**src/rtl/alu_issue_buffer.sv**
```systemverilog
// rtl/alu_issue_buffer.sv - handshaked issue stage and in-order result FIFO around an external ALU
//
// Purpose:
//   Accepts ALU commands over a valid/ready interface and drives the operands
//   straight to the parent-level ALU. In the same cycle it captures the ALU
//   result, the Zero flag and the command tag into an in-order FIFO. The FIFO
//   head is presented downstream over a second valid/ready interface. A
//   saturating counter records how many accepted operations produced Zero.
//
// Ports:
//   clk, rst_n                  clock; synchronous active-low reset
//   in_valid/in_ready           command handshake
//   in_a, in_b, in_sel, in_tag  command operands, op code and tag
//   alu_a, alu_b, alu_sel       combinational drive to the external ALU
//   alu_result, alu_zero        combinational return from the external ALU
//   out_valid/out_ready         result handshake
//   out_result/out_zero/out_tag head entry (zero when the FIFO is empty)
//   count                       FIFO occupancy
//   zero_cnt                    saturating count of accepted ops with Zero=1
module alu_issue_buffer #(
  parameter int DATA_WIDTH = 32,
  parameter int DEPTH      = 4,
  parameter int TAG_WIDTH  = 4
) (
  input  logic                       clk,
  input  logic                       rst_n,
  input  logic                       in_valid,
  output logic                       in_ready,
  input  logic [DATA_WIDTH-1:0]      in_a,
  input  logic [DATA_WIDTH-1:0]      in_b,
  input  logic [2:0]                 in_sel,
  input  logic [TAG_WIDTH-1:0]       in_tag,
  output logic [DATA_WIDTH-1:0]      alu_a,
  output logic [DATA_WIDTH-1:0]      alu_b,
  output logic [2:0]                 alu_sel,
  input  logic [DATA_WIDTH-1:0]      alu_result,
  input  logic                       alu_zero,
  output logic                       out_valid,
  input  logic                       out_ready,
  output logic [DATA_WIDTH-1:0]      out_result,
  output logic                       out_zero,
  output logic [TAG_WIDTH-1:0]       out_tag,
  output logic [$clog2(DEPTH):0]     count,
  output logic [15:0]                zero_cnt
);

  localparam int PTR_W = $clog2(DEPTH);
  localparam int CNT_W = PTR_W + 1;

  logic [DATA_WIDTH-1:0] mem_result [DEPTH];
  logic                  mem_zero   [DEPTH];
  logic [TAG_WIDTH-1:0]  mem_tag    [DEPTH];

  logic [PTR_W-1:0] head;
  logic [PTR_W-1:0] tail;
  logic             push;
  logic             pop;

  // The ALU sits at the parent level; operands pass through unregistered so
  // its result is available for capture in the same cycle as the handshake.
  assign alu_a   = in_a;
  assign alu_b   = in_b;
  assign alu_sel = in_sel;

  // Accepting while full is safe when a pop frees the head slot this cycle.
  assign in_ready  = (count < CNT_W'(DEPTH)) || out_ready;
  assign out_valid = (count != '0);
  assign push      = in_valid && in_ready;
  assign pop       = out_valid && out_ready;

  assign out_result = out_valid ? mem_result[head] : '0;
  assign out_zero   = out_valid ? mem_zero[head]   : 1'b0;
  assign out_tag    = out_valid ? mem_tag[head]    : '0;

  // Storage is not reset: entries are only visible through a nonzero count.
  always_ff @(posedge clk) begin
    if (rst_n && push) begin
      mem_result[tail] <= alu_result;
      mem_zero[tail]   <= alu_zero;
      mem_tag[tail]    <= in_tag;
    end
  end

  always_ff @(posedge clk) begin
    if (!rst_n) begin
      head     <= '0;
      tail     <= '0;
      count    <= '0;
      zero_cnt <= '0;
    end else begin
      // Pointers wrap naturally because DEPTH is a power of two.
      if (push) tail <= tail + PTR_W'(1);
      if (pop)  head <= head + PTR_W'(1);
      case ({push, pop})
        2'b10:   count <= count + CNT_W'(1);
        2'b01:   count <= count - CNT_W'(1);
        default: count <= count;
      endcase
      if (push && alu_zero && (zero_cnt != 16'hFFFF)) begin
        zero_cnt <= zero_cnt + 16'd1;
      end
    end
  end

endmodule

```
**config.mk**
```make
export PLATFORM = sky130hd
export DESIGN_NAME = alu_issue_buffer
export DESIGN_NICKNAME = d
export VERILOG_FILES = /design/src/rtl/alu_issue_buffer.sv
export SDC_FILE = /design/constraint.sdc
export NUM_CORES = 1
export LEC_CHECK = 0
export ABC_CLOCK_PERIOD_IN_PS = 2750
export BUFFER_PORTS_ARGS = -buffer_cell sky130_fd_sc_hd__buf_2
export CAP_MARGIN = 20
export CORE_MARGIN = 2
export CORE_UTILIZATION = 34
export DETAILED_ROUTE_END_ITERATION = 16
export SYNTH_ARGS = -nofsm -noshare
export SYNTH_HDL_FRONTEND = slang
export SYNTH_SLANG_ARGS = --single-unit
```
**constraint.sdc**
```tcl
create_clock -name clk -period 2.75 [get_ports clk]
set_input_delay 0.55 -clock clk [delete_from_list [all_inputs] [get_ports clk]]
set_output_delay 0.55 -clock clk [all_outputs]
set_load 0.005 [all_outputs]
```
==> results list <==
- Result of the run: finished, final reports clean
- Routability-driven placement finished with a final weighted congestion of approximately 0.8.
- Origin of the critical flop-to-flop path: count[2]
* Wire length of the first global-routing pass: between 20000 and 25000 µm
- The worst hold path belongs to the class in2reg.
- STA classifies the critical path endpoint as a primary output.
- Share of Yosys cell area claimed by the top area cell type: between 60% and 70%
- Die boundary width: between 150 and 200 µm
- In the synthesized netlist, the number of instances is around 450.
- Counting flops with an async set or reset pin after synthesis yields a share of 0%.
- By area, the combinational part of the netlist is dominated by multiplexers.
- The Yosys step of the flow raised 0 warnings.
* Most used flip-flop cell after synthesis: sky130_fd_sc_hd__edfxtp_1
* Fraction of the yosys area taken by sequential cells: about two thirds
* GR Util met2: approximately a fifth
- Setup total negative slack on the finished layout was measured at 0 ns.
* Post-route DRC: 0
* Antenna violations before repair: 0
- Per report_power, the clock group accounts for between 30% and 40% of the total.
- Core area: 0.02115 mm²
- The synthesized netlist occupies a cell area of around 0.0074 mm².
- At the worst endpoint, the arrival time is 2.01 ns.
* Parity-gate share of the synthesized area counting xor and xnor cells: less than 1%
- The final number of max-transition violations was 0.
- Internal power consumption: just over 5000 µW
* Clock tree from TritonCTS: done
- The number of global-route vias before repair came to between 3k and 4k.
- Input and output buffers added on the ports amount to 98.
- Simple-gate share of the synthesized area: roughly 7.9%
- Per report_power, the sequential group accounts for between 40% and 50% of the total.
- Summed over all nets, the switching power comes to between 1500 and 2000 µW.
- Total leakage power: between 0.002 and 0.003 µW
- After synthesis, the share of cell area in mux cells is 11.88%.
- Via Count: approximately 3.8k
- Share of layout cells above drive strength 1: 35.95%
- Net count after synthesis: 566
- The tree built by TritonCTS fans out to around 170 sinks.
- Clk Tree Root Cell: sky130_fd_sc_hd__clkbuf_16
- Dividing the detail-routed via count by the number of cells gives 4.893.
- Maximum buffer depth of the clock tree: 2
- Setup violations remaining at the end of the flow were counted as 0.
* Final hold violations: 0
- In the final routed layout, each cell accounts on average for roughly 18 µm.
- For the worst-skew pair, the clock arrives at the later sink with an insertion delay of a little over 0.4 ns.
- Total Routing Usage GR: about an eighth
- Post-synth EDFFs: roughly 150
- CP required: between 2 and 2.5 ns
- The layout has just under 2k filler cells.
- Ratio of total power to cell area: 825.1 mW/mm²
- The first detailed-routing pass took 4 iterations.
- Across the VDD grid, the largest voltage drop is ~0.36 mV.
* Worst path slowest cell: sky130_fd_sc_hd__mux4_2
* Fmax: a little under 400 MHz
* Cells resized by post-CTS repair: 0
* Area growth from synthesis to layout: 12.46%
- Synthesis-stage register bit count: roughly 170
- Cts-stage hold buffer count: 0
* CTS H-tree lvls: 4
* Mapped Avg Cell Area: 16.30 µm²
* Area of the die: 0.02282 mm²
* Cell-by-cell listing of the critical path: buf_4, mux4_2, and2_1, buf_2
- Std-Cell Rows: 53
- Global routing consumed, on the met1 layer, about 16% of the routing resources.
- Critical Path Start Type: flop
* Post-route clock period utilization: 93.12%
* Main area contributors after synthesis: sky130_fd_sc_hd__edfxtp_1 (60%), sky130_fd_sc_hd__mux4_2 (11%), sky130_fd_sc_hd__buf_4 (7.0%)
* Headroom to the max-slew limit: between 50% and 60%
* Maximum number of pins on one net before global-route repair: 40
- Proportion of power drawn by combinational gates: ~23%
- The global routing stage identified its most utilized layer as met2.
* Total global routing overflow: 0
- Net switching is approximately a quarter of the power.
* Worst Hold Launch: alu_result[8]
- For this run, the post-layout net count is ~600.
* Commonest non-fill, non-tap cell in the layout: sky130_fd_sc_hd__edfxtp_1
- Crit path time final: 2.561 ns
* Post-route standard cell area excluding fillers: about 0.0083 mm²
* Most frequent cells in the layout: sky130_fd_sc_hd__edfxtp_1 (148), sky130_fd_sc_hd__buf_2 (98), sky130_fd_sc_hd__and2_1 (38)
* DP Area: around 0.0077 mm²
- Clk pin slew, worst setup/hold paths: about 0.07 ns
- For the pin with the worst max-slew slack, the measured transition is about 0.74 ns.
* Post-CTS Repair Setup Buffers: 0
- Num CTS Buffers: 17
- Setup repair after global routing missed its margin: false
- sky130_fd_sc_hd__edfxtp_1 takes more of the synthesized area than any other cell.
* Largest fanout on the critical path: 10
- Adder-cell share of the synthesized area: 1.293%
- Worst Skew: approximately 0.0081 ns
- The final layout contains routed wiring with a total length of 14160 µm.
* Max-cap viol count: 0
- Count of unique library cells instantiated by Yosys: 40
- Starting utilization of the core area: between 30% and 40%
- For met3 alone, demand over resource in global routing was slightly above 4%.
* Antenna Diode Count: 0
- Share of the synthesized area in compound gates (AO/OA/AOI/OAI): under 10%
* Stage delay of the slowest cell on the critical path: between 0.5 and 0.6 ns
* Die Height: between 150 and 200 µm
* DRC marker count from the first detailed-route iteration: between 200 and 250
* HPWL after detailed placement: between 8000 and 9000 µm
- By startpoint and endpoint, the worst setup path is classified as reg2out.
- For this design the top-level I/O count stands at 233.
- In this run the remaining antenna-violating nets after routing total 0.
[worst max-delay path, delay by kind of cell (launching register included)]
kind | cells | cell delay [ns]
buffers and inverters | 2 | 0.41
flip-flops | 1 | 0.49
AND/OR/NAND/NOR | 1 | 0.17
multiplexers | 1 | 0.52
[power groups by stage]
stage          combinational, µW  sequential (µW)  clock, µW
2_1_floorplan               1090             3080          0
3_3_place_gp                1590             3140          0
3_5_place_dp                1610             3150          0
4_1_cts                     1620             3090       2260
5_1_grt                     1740             3110       2370
6_report                    1550             3090       2180
[final cells by class]
class	instances	area [µm²]	share of cell area, %
Multi-Input combinational cell	182	1788	21.62
Sequential cell	173	4950	59.86
Tap cell	275	344.1	4.161
Timing Repair Buffer	111	613.1	7.414
Inverter	11	41.29	0.4993
Clock buffer	20	436.7	5.281
Clock inverter	12	96.34	1.165
[Yosys cell counts (2+ instances only)]
| library cell | instances |
|---|---|
| sky130_fd_sc_hd__xnor2_1 | 2 |
| sky130_fd_sc_hd__mux4_2 | 37 |
| sky130_fd_sc_hd__o21ai_0 | 3 |
| sky130_fd_sc_hd__or4_1 | 5 |
| sky130_fd_sc_hd__clkbuf_1 | 11 |
| sky130_fd_sc_hd__nand2b_1 | 3 |
| sky130_fd_sc_hd__edfxtp_1 | 148 |
| sky130_fd_sc_hd__nand3_1 | 7 |
| sky130_fd_sc_hd__buf_4 | 69 |
| sky130_fd_sc_hd__buf_2 | 5 |
| sky130_fd_sc_hd__or3_1 | 3 |
| sky130_fd_sc_hd__inv_1 | 10 |
| sky130_fd_sc_hd__nor3_1 | 4 |
| sky130_fd_sc_hd__a21oi_1 | 11 |
| sky130_fd_sc_hd__nor2_1 | 10 |
| sky130_fd_sc_hd__a211oi_1 | 3 |
| sky130_fd_sc_hd__nand2_1 | 15 |
| sky130_fd_sc_hd__nand4_1 | 3 |
| sky130_fd_sc_hd__dfxtp_1 | 25 |
| sky130_fd_sc_hd__mux2i_1 | 4 |
| sky130_fd_sc_hd__a41o_1 | 2 |
| sky130_fd_sc_hd__a31oi_1 | 2 |
| sky130_fd_sc_hd__o31ai_1 | 4 |
| sky130_fd_sc_hd__nor4b_1 | 2 |
| sky130_fd_sc_hd__and3_1 | 4 |
| sky130_fd_sc_hd__and2_1 | 38 |
| sky130_fd_sc_hd__xor2_1 | 3 |
| sky130_fd_sc_hd__ha_1 | 6 |
[final timing paths]
path	slack [ns]	cells past startpoint	to
setup reg to reg	0.37	10	count[2]
setup / recovery	0.19	4	out_tag[3]
hold / removal	0.35	1	mem_result[3][8]
hold reg to reg	0.50	2	zero_cnt[1]
[stage by stage]
stage	cells	hold slack (ns)	utilization [%]	worst slack (ns)	total power [µW]
final	784	0.3545	39.09	0.1891	6823
after floorplan	451	0.4692	-	0.3887	4177
after global placement	752	0.4846	36.57	0.2491	4730
after global routing	784	0.3371	39.09	0.04284	7212
after CTS	784	0.3296	39.09	0.1256	6970
after detailed placement	752	0.4968	36.57	0.1454	4759
[cell families after synthesis]
group,count (synthesis)
AND/OR/NAND/NOR,100
AO/OA/AOI/OAI,29
multiplexers,41
XOR/XNOR,5
flip-flops,173
adder cells (fa/ha/maj),7
buffers and inverters,96
[layer usage]
layer	up-vias	wire (µm)
met5	-	0
met4	0	227
met3	35	919
met2	105	7113
met1	1961	5897
li1	1735	-
[registers in the layout (all words and copies together), names as in the netlist, named ones only]
register	flops
count	3
tail	2
head	2
mem_zero	4
mem_result	128
zero_cnt	16
mem_tag	16
(Power assumes the default switching activity.)
